===== config.mk =====
export PLATFORM = sky130hd
export DESIGN_NAME = s386w_resp_misr
export DESIGN_NICKNAME = d
export VERILOG_FILES = /design/src/rtl/s386w_resp_misr.sv
export SDC_FILE = /design/constraint.sdc
export NUM_CORES = 1
export LEC_CHECK = 0
export BUFFER_PORTS_ARGS = -buffer_cell sky130_fd_sc_hd__buf_2
export CAP_MARGIN = 20
export CORE_ASPECT_RATIO = 1.5
export CORE_UTILIZATION = 56
export DETAILED_ROUTE_END_ITERATION = 12
export PLACE_DENSITY = 0.8
export SYNTH_ARGS = -nofsm -noshare
export SYNTH_HDL_FRONTEND = slang
export SYNTH_SLANG_ARGS = --single-unit

===== constraint.sdc =====
create_clock -name CLOCK -period 3.5 [get_ports CLOCK]
set_input_delay 0.35 -clock CLOCK [delete_from_list [all_inputs] [get_ports CLOCK]]
set_output_delay 0.35 -clock CLOCK [all_outputs]
set_load 0.005 [all_outputs]

===== src/rtl/s386w_resp_misr.sv =====
// Response compactor for the s386w benchmark: folds the 7 next-state/output bits
// into a 16-bit Galois MISR and compares the result against a golden signature.

module s386w_resp_misr #(
    parameter int                 RESP_W      = 7,
    parameter int                 SIG_W       = 16,
    parameter int                 CNT_W       = 16,
    parameter logic [SIG_W-1:0]   POLY        = 16'h1021,
    parameter logic [SIG_W-1:0]   SEED        = 16'hFFFF,
    parameter int                 SKIP_CYCLES = 1
) (
    input  logic              CLOCK,
    input  logic              RESET,
    input  logic              start,
    input  logic [CNT_W-1:0]  num_patterns,
    input  logic [SIG_W-1:0]  expected_sig,
    input  logic              resp_valid,
    input  logic [RESP_W-1:0] resp_data,
    output logic              busy,
    output logic              done,
    output logic [SIG_W-1:0]  signature,
    output logic [CNT_W-1:0]  sample_count,
    output logic              pass,
    output logic              fail
);

    typedef enum logic [1:0] {
        ST_IDLE    = 2'd0,
        ST_SKIP    = 2'd1,
        ST_CAPTURE = 2'd2,
        ST_DONE    = 2'd3
    } state_t;

    localparam logic [CNT_W-1:0] CNT_ZERO  = {CNT_W{1'b0}};
    localparam logic [CNT_W-1:0] CNT_ONE   = CNT_W'(1);
    localparam logic [CNT_W-1:0] SKIP_INIT = CNT_W'(SKIP_CYCLES);

    // One Galois MISR step: shift, conditional polynomial feedback, fold in the beat.
    function automatic logic [SIG_W-1:0] misr_step(
        input logic [SIG_W-1:0]  sig,
        input logic [RESP_W-1:0] data
    );
        logic [SIG_W-1:0] fb;
        fb        = sig[SIG_W-1] ? POLY : {SIG_W{1'b0}};
        misr_step = (sig << 1) ^ fb ^ {{(SIG_W-RESP_W){1'b0}}, data};
    endfunction

    state_t            state_r, state_s;
    logic [SIG_W-1:0]  sig_r, sig_s;
    logic [CNT_W-1:0]  count_r, count_s;
    logic [CNT_W-1:0]  skip_r, skip_s;
    logic [CNT_W-1:0]  num_r, num_s;
    logic [SIG_W-1:0]  exp_r, exp_s;
    logic              pass_r, pass_s;
    logic              fail_r, fail_s;
    logic              busy_r, busy_s;
    logic              done_r, done_s;

    // Next-state, datapath and verdict logic; the verdict is computed on entry to
    // DONE so pass/fail are already valid during the done pulse.
    always_comb begin
        state_s = state_r;
        sig_s   = sig_r;
        count_s = count_r;
        skip_s  = skip_r;
        num_s   = num_r;
        exp_s   = exp_r;
        pass_s  = pass_r;
        fail_s  = fail_r;

        case (state_r)
            ST_IDLE: begin
                if (start) begin
                    num_s   = num_patterns;
                    exp_s   = expected_sig;
                    sig_s   = SEED;
                    count_s = CNT_ZERO;
                    pass_s  = 1'b0;
                    fail_s  = 1'b0;
                    if (num_patterns == CNT_ZERO) begin
                        state_s = ST_DONE;
                        pass_s  = (SEED == expected_sig);
                        fail_s  = (SEED != expected_sig);
                    end else if (SKIP_INIT == CNT_ZERO) begin
                        state_s = ST_CAPTURE;
                    end else begin
                        state_s = ST_SKIP;
                        skip_s  = SKIP_INIT;
                    end
                end else begin
                    state_s = ST_IDLE;
                end
            end

            ST_SKIP: begin
                if (resp_valid) begin
                    skip_s = skip_r - CNT_ONE;
                    if (skip_r == CNT_ONE) begin
                        state_s = ST_CAPTURE;
                    end else begin
                        state_s = ST_SKIP;
                    end
                end else begin
                    state_s = ST_SKIP;
                end
            end

            ST_CAPTURE: begin
                if (resp_valid) begin
                    sig_s   = misr_step(sig_r, resp_data);
                    count_s = count_r + CNT_ONE;
                    if (count_s == num_r) begin
                        state_s = ST_DONE;
                        pass_s  = (sig_s == exp_r);
                        fail_s  = (sig_s != exp_r);
                    end else begin
                        state_s = ST_CAPTURE;
                    end
                end else begin
                    state_s = ST_CAPTURE;
                end
            end

            ST_DONE: begin
                state_s = ST_IDLE;
            end

            default: begin
                state_s = ST_IDLE;
            end
        endcase

        busy_s = (state_s == ST_SKIP) || (state_s == ST_CAPTURE);
        done_s = (state_s == ST_DONE);
    end

    // State, datapath and registered status outputs.
    always_ff @(posedge CLOCK or posedge RESET) begin
        if (RESET) begin
            state_r <= ST_IDLE;
            sig_r   <= SEED;
            count_r <= CNT_ZERO;
            skip_r  <= CNT_ZERO;
            num_r   <= CNT_ZERO;
            exp_r   <= {SIG_W{1'b0}};
            pass_r  <= 1'b0;
            fail_r  <= 1'b0;
            busy_r  <= 1'b0;
            done_r  <= 1'b0;
        end else begin
            state_r <= state_s;
            sig_r   <= sig_s;
            count_r <= count_s;
            skip_r  <= skip_s;
            num_r   <= num_s;
            exp_r   <= exp_s;
            pass_r  <= pass_s;
            fail_r  <= fail_s;
            busy_r  <= busy_s;
            done_r  <= done_s;
        end
    end

    assign busy         = busy_r;
    assign done         = done_r;
    assign signature    = sig_r;
    assign sample_count = count_r;
    assign pass         = pass_r;
    assign fail         = fail_r;

    s386w_resp_misr_chk #(
        .CNT_W (CNT_W)
    ) u_chk (
        .CLOCK        (CLOCK),
        .RESET        (RESET),
        .busy         (busy_r),
        .done         (done_r),
        .pass         (pass_r),
        .fail         (fail_r),
        .sample_count (count_r),
        .num_latched  (num_r)
    );

endmodule

// Protocol invariants of the compactor's registered outputs.
module s386w_resp_misr_chk #(
    parameter int CNT_W = 16
) (
    input logic             CLOCK,
    input logic             RESET,
    input logic             busy,
    input logic             done,
    input logic             pass,
    input logic             fail,
    input logic [CNT_W-1:0] sample_count,
    input logic [CNT_W-1:0] num_latched
);

    a_verdict_exclusive: assert property (@(posedge CLOCK) disable iff (RESET)
        !(pass && fail));

    a_done_not_busy: assert property (@(posedge CLOCK) disable iff (RESET)
        done |-> !busy);

    a_done_single: assert property (@(posedge CLOCK) disable iff (RESET)
        done |=> !done);

    a_count_bounded: assert property (@(posedge CLOCK) disable iff (RESET)
        sample_count <= num_latched);

endmodule


Word level (Yosys, flattened, before mapping):

Cells that the tools add are included.

* register bits: 86
* bits in latches: 0
* bits in writable memories: 0
* memory bits (read-only): 0
* input port bits: 43
* output and inout bits: 36
* word-level logic and storage cells: 68
* memories: 0

* add/subtract/negate cells: 2
* multiply operators: 0
* div/mod/pow operators: 0
* order comparisons: 0
* equal/unequal tests: 17
* shift-type cells: 0
* muxes and demuxes: 28
* bitwise gates (word level): 2
* reductions and logical operators: 9

Operator list (number)
* $mux 16: 7
* $pmux 16 s2: 3
* $eq 16x16->1: 2
* $add 16x1->16 const B: 1
* $eq 16x1->1 const B: 1
* $eq 16x16->1 const A: 1
* $logic_not 16->1: 1
* $ne 16x16->1: 1
* $ne 16x16->1 const A: 1
* $sub 16x1->16 const B: 1
* $xor 16x13->16: 1
* $xor 16x7->16: 1
* $mux 13: 1
* $mux 2: 5
* $ne 2x2->1 const B: 5
* $mux 1: 9
* $eq 2x2->1 const B: 4
* $pmux 2 s4: 1
* $reduce_and 4->1: 2
* $eq 2x1->1 const B: 2
* $pmux 1 s2: 2
* $reduce_bool 2->1: 2
* $reduce_and 3->1: 1
* $logic_not 2->1: 1
* 2 further kinds: 2

Longest topological paths before layout:

Gate-level depths: netlist of the first run.

* depth in word-level cells: 7
* gate-level depth with buffers: 10
* gate-level depth less buffers: 9

Worst setup path before layout of the first run:

OpenSTA, ideal clock, no wires.

* kind: reg2reg
* start point: register skip_r[4]
* end point: register busy_r (netlist: busy)
* setup time: 0.126 ns
* data arrival time: 2.421 ns
* data required time: 3.374 ns
* path slack: 0.953 ns
* stages on the path, launching flop included: 9
* buffers on the path: 0
* clock period less this slack: 2.547 ns
* path through: dfrtp_1 -> or4_4 -> or3_4 -> or4_4 -> nor2_1 -> nand4b_1 -> o21ai_0 -> o21ai_0 -> ha_1

* word-level cells in the longest chain between the ends: 6
* elaborated cells between the ends (all ways): 7
* classes of those cells: eq/ne: 3; mux: 3; reduce/logical: 1

RTL lines
* start, declared: RTL line 51 `logic [CNT_W-1:0] skip_r, skip_s;`
* start signal, assigned: RTL line 154 `skip_r <= skip_s;`
* $eq 16x1->1 (*): RTL line 98 `if (skip_r == CNT_ONE) begin`
* $mux 2 (*): RTL line 98
* $mux 2 (*): RTL line 96 `if (resp_valid) begin`
* $pmux 2 s4 (*): RTL line 71 `case (state_r)`
* $eq 2x1->1 or $eq 2x2->1 (tied branches): RTL line 133 `busy_s = (state_s == ST_SKIP) || (state_s == ST_CAPTURE);`
* $logic_or 1x1->1 (*): RTL line 133
* net busy_s: RTL line 56 `logic busy_r, busy_s;`
* end signal, assigned: RTL line 159 `busy_r <= busy_s;`
* end, declared: RTL line 56

The timed path passes the listed nets; every way through them passes the cells marked *.
A chain may end at the register's enable or synchronous reset.

Final worst setup path of the first run:

* start point: register count_r[0] (netlist: sample_count[0])
* end point: register busy_r (netlist: busy)

* word-level cells in the longest chain between the ends: 7
* elaborated cells between the ends (all ways): 8
* classes of those cells: add/sub: 1; eq/ne: 3; mux: 3; reduce/logical: 1

RTL lines
* start, declared: RTL line 50 `logic [CNT_W-1:0] count_r, count_s;`
* start signal, assigned: RTL line 153 `count_r <= count_s;`
* $add 16x1->16 (*): RTL line 111 `count_s = count_r + CNT_ONE;`
* $eq 16x16->1 (*): RTL line 112 `if (count_s == num_r) begin`
* $mux 1 (*): RTL line 112
* $mux 2 (*): RTL line 109 `if (resp_valid) begin`
* $pmux 2 s4 (*): RTL line 71
* $eq 2x1->1 or $eq 2x2->1 (tied branches): RTL line 133
* $logic_or 1x1->1 (*): RTL line 133
* net busy_s: RTL line 56

Marks and branches as above.

==> impl_metrics.py, run 1 <==
metrics = {
    "status": {
        "status": "finished, final reports clean",
    },
    "clock_network": {
        "cts_resized": 0,
        "cts.sinks": 86,
        "htreeDepth": 3,
        "cts_hold_buffers": 0,
        "cts_root_buffer": "clkbuf_16",
        "clock_latency_ns": 0.34,
        "clk_pin_slew_ns": 0.06,
        "numCtsBuffers": 9,
        "clockBufferDepth": 2,
        "post_cts_buffers": 0,
        "cts_tree": "yes",
    },
    "logic_synthesis": {
        "muxShareOfSynthArea_pct": 0.711,
        "synth_compound_area_share_pct": 9.87,
        "synthXorXnorAreaFrac_pct": 12.0,
        "avgSynthCellArea_sq_um": 9.03,
        "synth_fp_nets": 554,
        "synthAdderAreaFrac_pct": 1.09,
        "yosysWarnings": 0,
        "synthFlopType": "dfrtp_1",
        "post_synth_instance_area_sq_mm": 0.00458,
        "synth.distinct_cells": 53,
        "synthArstFlopShare_pct": 100,
        "synth_top_family_by_area": "simple AND/OR/NAND/NOR gates",
        "synth_cells": 507,
        "ys_ff_latch": 86,
        "synth_edf_count": 0,
        "ys_seq_area_share_pct": 47.4,
        "yosys.area_share.simple_pct": 26.0,
    },
    "timing": {
        "setup-violations-final": 0,
        "worstMarginPinSlew_ns": 1.04,
        "fin_skew_ns": 0.00478,
        "final.setup.worst_slack_ns": 0.657,
        "timing.hold.ws_ns": 0.0950,
        "final.setup.tns_ns": 0,
        "report.final.hold_viol_count": 0,
        "rsz0062_at_grt": "no",
        "finalMaxSlewViolations": 0,
        "max-slew-margin-rel_pct": 30.5,
        "fmax_mhz": 352,
        "min_period_over_period_pct": 81.2,
        "fin_crit_ns": 2.84,
    },
    "place": {
        "port-buffer-count": 78,
        "dp_slack_ns": 0.654,
        "post-dp-hpwl_mm": 8.65,
        "gp_congestion": 0.953,
    },
    "grt": {
        "grt_pass1_wl_mm": 19.5,
        "use_met3_pct": 5.70,
        "grt_use_met1_pct": 35.2,
        "grt.overflow.total": 0,
        "antenna_found_initial": 0,
        "grt_max_degree": 43,
        "grt_usage_pct": 31.2,
        "met2_usage_pct": 53.0,
        "grt_busiest_layer": "met2",
        "grt_pass1_vias": 3904,
    },
    "worst_setup_path": {
        "rr_worst_depth": 9,
        "cp_num_buf_inv": 0,
        "critPathMostFrequentCell": "ha_1",
        "cp_cell_sequence": "ha_1 > nand3_1 > nor3_1 > xnor2_1 > o221ai_1 > nor4_2 > nand4b_1 > o21ai_0 > ha_1",
        "rrSetupSlack_ns": 0.66,
        "crit_slowest_cell": "dfrtp_1",
        "crit_type": "flip-flop to flip-flop",
        "r2r_end": "busy",
        "cp_max_fo": 8,
        "cp.arrival_ns": 3.07,
        "worstPathRequired_ns": 3.72,
        "cp-end-kind": "flip-flop",
        "crit-reg2reg-launch": "sample_count[0]",
        "crit_family": "simple AND/OR/NAND/NOR gates",
        "cp_num_cells": 9,
        "cp-start-kind": "flip-flop",
        "slowest_delay_ns": 0.49,
    },
    "die": {
        "die_area_sq_mm": 0.00855,
        "pin_count": 79,
        "coreArea_sq_mm": 0.00796,
        "die_h_um": 113,
        "start_util_pct": 57.5,
        "rows": 40,
        "chipWidth_um": 75.8,
    },
    "pwr": {
        "max-vdd-ir-drop_uv": 425,
        "p_leak_nw": 2.51,
        "power.density_mw_per_mm2": 664,
        "total_power_mw": 3.58,
    },
    "layout": {
        "post-route-util_pct": 67.7,
        "drive_gt1_share_pct": 21.7,
        "area_growth_syn_to_layout_pct": 17.6,
        "final_nets": 626,
        "antenna-diode-count": 0,
    },
    "drt": {
        "wl_per_cell_um": 17.6,
        "num_vias": 4002,
        "vias_per_cell": 5.81,
        "ant_nets": 0,
        "routed_wl_mm": 12.1,
        "drt-initial-drc-count": 345,
        "firstDrtPassIters": 5,
        "drc": 0,
    },
    "run": {
        "maxCapViolations": 0,
    },
    "min_path": {
        "min_path_type": "primary input to async pin",
    },
}
[Yosys cell counts (3+ instances only)]
master    instances  area, sq um
nand2_1         115          432
dfrtp_1          70         1750
nor2_1           49          184
xnor2_1          38          333
o21ai_0          25          125
xor2_1           22          193
a21oi_1          16         80.1
clkbuf_1         16         60.1
dfstp_2          16          420
nand4_1          16          100
nand3_1          11         55.1
nor3_1           11         55.1
nor4_1           10         62.6
inv_1             8         30.0
nand2b_1          7         43.8
o31ai_1           6         45.0
o22a_1            5         43.8
and2_1            4         25.0
and3_1            4         25.0
and4_1            4         35.0
ha_1              4         50.1
o211ai_1          3         22.5
o22ai_1           3         18.8
or4_4             3         33.8
[worst max-delay path by stage]
stage / start / endpoint / slack, ns
floorplan: RESET / busy / 0.95
global placement: num_patterns[6] / skip_r[11] / 0.82
detailed placement: num_patterns[5] / skip_r[7] / 0.65
CTS: sample_count[0] / busy / 0.71
global route: state_r[1] / skip_r[7] / 0.38
finish: sample_count[0] / busy / 0.66
[final cells by class]
class / instances / area [sq um]
flip-flops and latches: 86 / 2170
multi-input cells: 389 / 2270
well taps: 105 / 131
clock buffers: 11 / 253
inverters: 8 / 31.3
fillers: 629 / 2570
clock inverters: 5 / 81.3
repair buffers: 85 / 443
[report_power, final]
part           internal [mW]  total, mW  leakage [nW]  switching, mW
Sequential              1.32       1.63          1.08          0.303
Combinational          0.449      0.895          1.27          0.445
Clock                  0.664       1.06         0.162          0.392
Total                   2.44       3.58          2.51           1.14
[cell usage in the layout (no fill, tap or decap), drive strengths merged, types with 16 or more instances in the layout]
cell type and n:
nand2 115, buf 85, dfrtp 70, nor2 49, xnor2 38, o21ai 26, xor2 22, nand4 17
a21oi 16, dfstp 16
[cell families after synthesis]
logic type | count (synthesis)
buf+inv | 32
simple gates | 249
mux | 3
flops | 86
compound gates | 72
fa+ha+maj | 4
xor+xnor | 61
[flip-flops by register name, summed over array words and instances, names as in the netlist]
register,flops
busy,1
done,1
exp_r,16
fail,1
num_r,16
pass,1
sample_count,16
signature,16
skip_r,16
state_r,2
[per-layer routing]
layer  routed length, um  up-vias
met1                4380     1921
met4                 745        0
met2                6390      156
li1                    -     1880
met5                   0        -
met3                 604       45
[stage by stage]
| stage | cells | instance area (sq um) |
|---|---|---|
| floorplan | 507 | 4580 |
| global placement | 673 | 5050 |
| detailed placement | 673 | 5050 |
| CTS | 689 | 5390 |
| global route | 689 | 5390 |
| finish | 689 | 5390 |
Power figures use the tool's default switching activity.
==> run 2: changes to the inputs <==
==> constraint.sdc (replaced) <==
create_clock -name CLOCK -period 2.9 [get_ports CLOCK]
set_input_delay 0.29 -clock CLOCK [delete_from_list [all_inputs] [get_ports CLOCK]]
set_output_delay 0.29 -clock CLOCK [all_outputs]
set_load 0.005 [all_outputs]
==> run 2 against run 1 <==
Against the previous run:
- count of clock-buffer cells in the layout unchanged
- cell count increased by 0.44%
- utilization decreased by 0.16 points
- sequential power increased by 20%
- sequential share of layout area increased by 0.094 points
- critical path type unchanged
- critical endpoint unchanged
- largest power group unchanged
- highest routed layer unchanged
==> impl_metrics.py, run 2 (synthesis results as in run 1) <==
metrics = {
    "clock_network": {
        "cts_hold_buffers": 0,
        "cts.sinks": 86,
        "clk_pin_slew_ns": 0.06,
        "cts_root_buffer": "clkbuf_16",
        "htreeDepth": 3,
        "clockBufferDepth": 2,
        "numCtsBuffers": 9,
        "cts_tree": "yes",
        "clock_latency_ns": 0.35,
    },
    "timing": {
        "rsz0062_at_grt": "no",
        "final.setup.tns_ns": 0,
        "setup-violations-final": 0,
        "min_period_over_period_pct": 93.9,
        "max-slew-margin-rel_pct": 51.3,
        "report.final.hold_viol_count": 0,
        "finalMaxSlewViolations": 0,
        "fin_crit_ns": 2.72,
        "fin_skew_ns": 0.00969,
        "fmax_mhz": 367,
        "worstMarginPinSlew_ns": 0.730,
    },
    "worst_setup_path": {
        "rr_worst_depth": 8,
        "slowest_delay_ns": 0.57,
        "r2r_end": "busy",
        "cp_num_buf_inv": 0,
        "worstPathRequired_ns": 3.12,
        "cp.arrival_ns": 2.95,
        "crit_type": "flip-flop to flip-flop",
        "crit-reg2reg-launch": "skip_r[4]",
        "cp-start-kind": "flip-flop",
        "crit_family": "simple AND/OR/NAND/NOR gates",
        "cp-end-kind": "flip-flop",
        "cp_cell_sequence": "or4_4 > or3_4 > or4_4 > nor2_1 > nand4b_1 > o21ai_0 > o21ai_0 > ha_1",
        "cp_num_cells": 8,
        "rrSetupSlack_ns": 0.18,
        "crit_slowest_cell": "or4_4",
        "crit_path_start": "skip_r[4]",
        "crit_end": "busy",
        "cp_max_fo": 6,
    },
    "die": {
        "pin_count": 79,
        "chipWidth_um": 75.8,
        "start_util_pct": 57.5,
        "coreArea_sq_mm": 0.00796,
        "die_area_sq_mm": 0.00855,
        "die_h_um": 113,
        "rows": 40,
    },
    "drt": {
        "firstDrtPassIters": 5,
        "drt-initial-drc-count": 296,
        "drc": 0,
        "num_vias": 4039,
        "routed_wl_mm": 12.0,
        "ant_nets": 0,
        "wl_per_cell_um": 17.4,
        "vias_per_cell": 5.84,
    },
    "layout": {
        "drive_gt1_share_pct": 22.7,
        "antenna-diode-count": 0,
        "final_nets": 629,
        "nFillCells": 622,
        "instances_no_fill": 692,
        "final_cell_mix": "115 x nand2_1, 78 x buf_2, 70 x dfrtp_1, 49 x nor2_1, 38 x xnor2_1",
        "layout_commonest_cell": "nand2_1",
        "area_growth_syn_to_layout_pct": 17.4,
    },
    "grt": {
        "grt.overflow.total": 0,
        "antenna_found_initial": 0,
        "grt_max_degree": 43,
        "grt_pass1_vias": 4074,
        "grt_usage_pct": 30.8,
        "grt_pass1_wl_mm": 19.2,
    },
    "status": {
        "status": "finished, final reports clean",
    },
    "pwr": {
        "power.density_mw_per_mm2": 770,
        "p_leak_nw": 2.49,
        "max-vdd-ir-drop_uv": 472,
    },
    "place": {
        "placed_cells": 676,
        "port-buffer-count": 78,
        "post-dp-hpwl_mm": 8.53,
        "gp_congestion": 0.947,
    },
    "min_path": {
        "min_path_type": "primary input to async pin",
    },
    "run": {
        "maxCapViolations": 0,
    },
}
==> run 2: metrics by stage <==
stage               worst slack (ns)  area [sq um]  util (%)  power (mW)  hold slack [ns]
detailed placement             0.109          5070      63.8        3.03            0.425
CTS                           0.0611          5360      67.4        4.15           0.0587
floorplan                      0.353          4580         -        2.66            0.395
global placement               0.216          5070      63.8        2.97            0.415
global route                  0.0130          5370      67.5        4.37            0.105
finish                         0.178          5370      67.5        4.14           0.0452
==> run 2: timing repair <==
item,in CTS,in global routing
endpoints found under the setup margin,0,4
setup buffers,0,0
resized for setup,0,3
==> run 2: layer usage <==
| layer | vias up | GRT usage (%) | routed length, um |
|---|---|---|---|
| met4 | 0 | 21.2 | 826 |
| met3 | 61 | 7.12 | 549 |
| met1 | 1937 | 35.6 | 4490 |
| li1 | 1877 | - | - |
| met5 | - | 0 | 0 |
| met2 | 164 | 49.1 | 6160 |
==> run 2: worst min path at each step <==
stage / startpoint / to / slack [ns] / cells after the start
global route: RESET / num_r[1] / 0.10 / 2
CTS: RESET / num_r[0] / 0.06 / 2
detailed placement: RESET / exp_r[10] / 0.42 / 2
finish: RESET / exp_r[8] / 0.05 / 2
global placement: RESET / exp_r[11] / 0.42 / 2
floorplan: expected_sig[0] / exp_r[0] / 0.40 / 2
==> run 2: cell type report <==
cell class / instances / area (sq um) / share of cell area (%)
flip-flops and latches: 86 / 2170 / 40.4
repair buffers: 88 / 465 / 8.66
clock buffers: 11 / 253 / 4.70
clock inverters: 5 / 33.8 / 0.629
well taps: 105 / 131 / 2.45
multi-input cells: 389 / 2290 / 42.5
inverters: 8 / 31.3 / 0.582
==> run 2: worst reg2reg max path, stage by stage, from the launching register on <==
cell and delay (ns):
dfrtp_1 0.44, or4_4 0.57, or3_4 0.36, or4_4 0.46, nor2_1 0.14, nand4b_1 0.13
o21ai_0 0.12, o21ai_0 0.11, ha_1 0.28
==> run 2: power breakdown <==
part           switching (mW)  total, mW  internal, mW
sequential              0.361       1.96          1.60
clock                   0.485       1.11         0.625
combinational           0.527       1.07         0.542
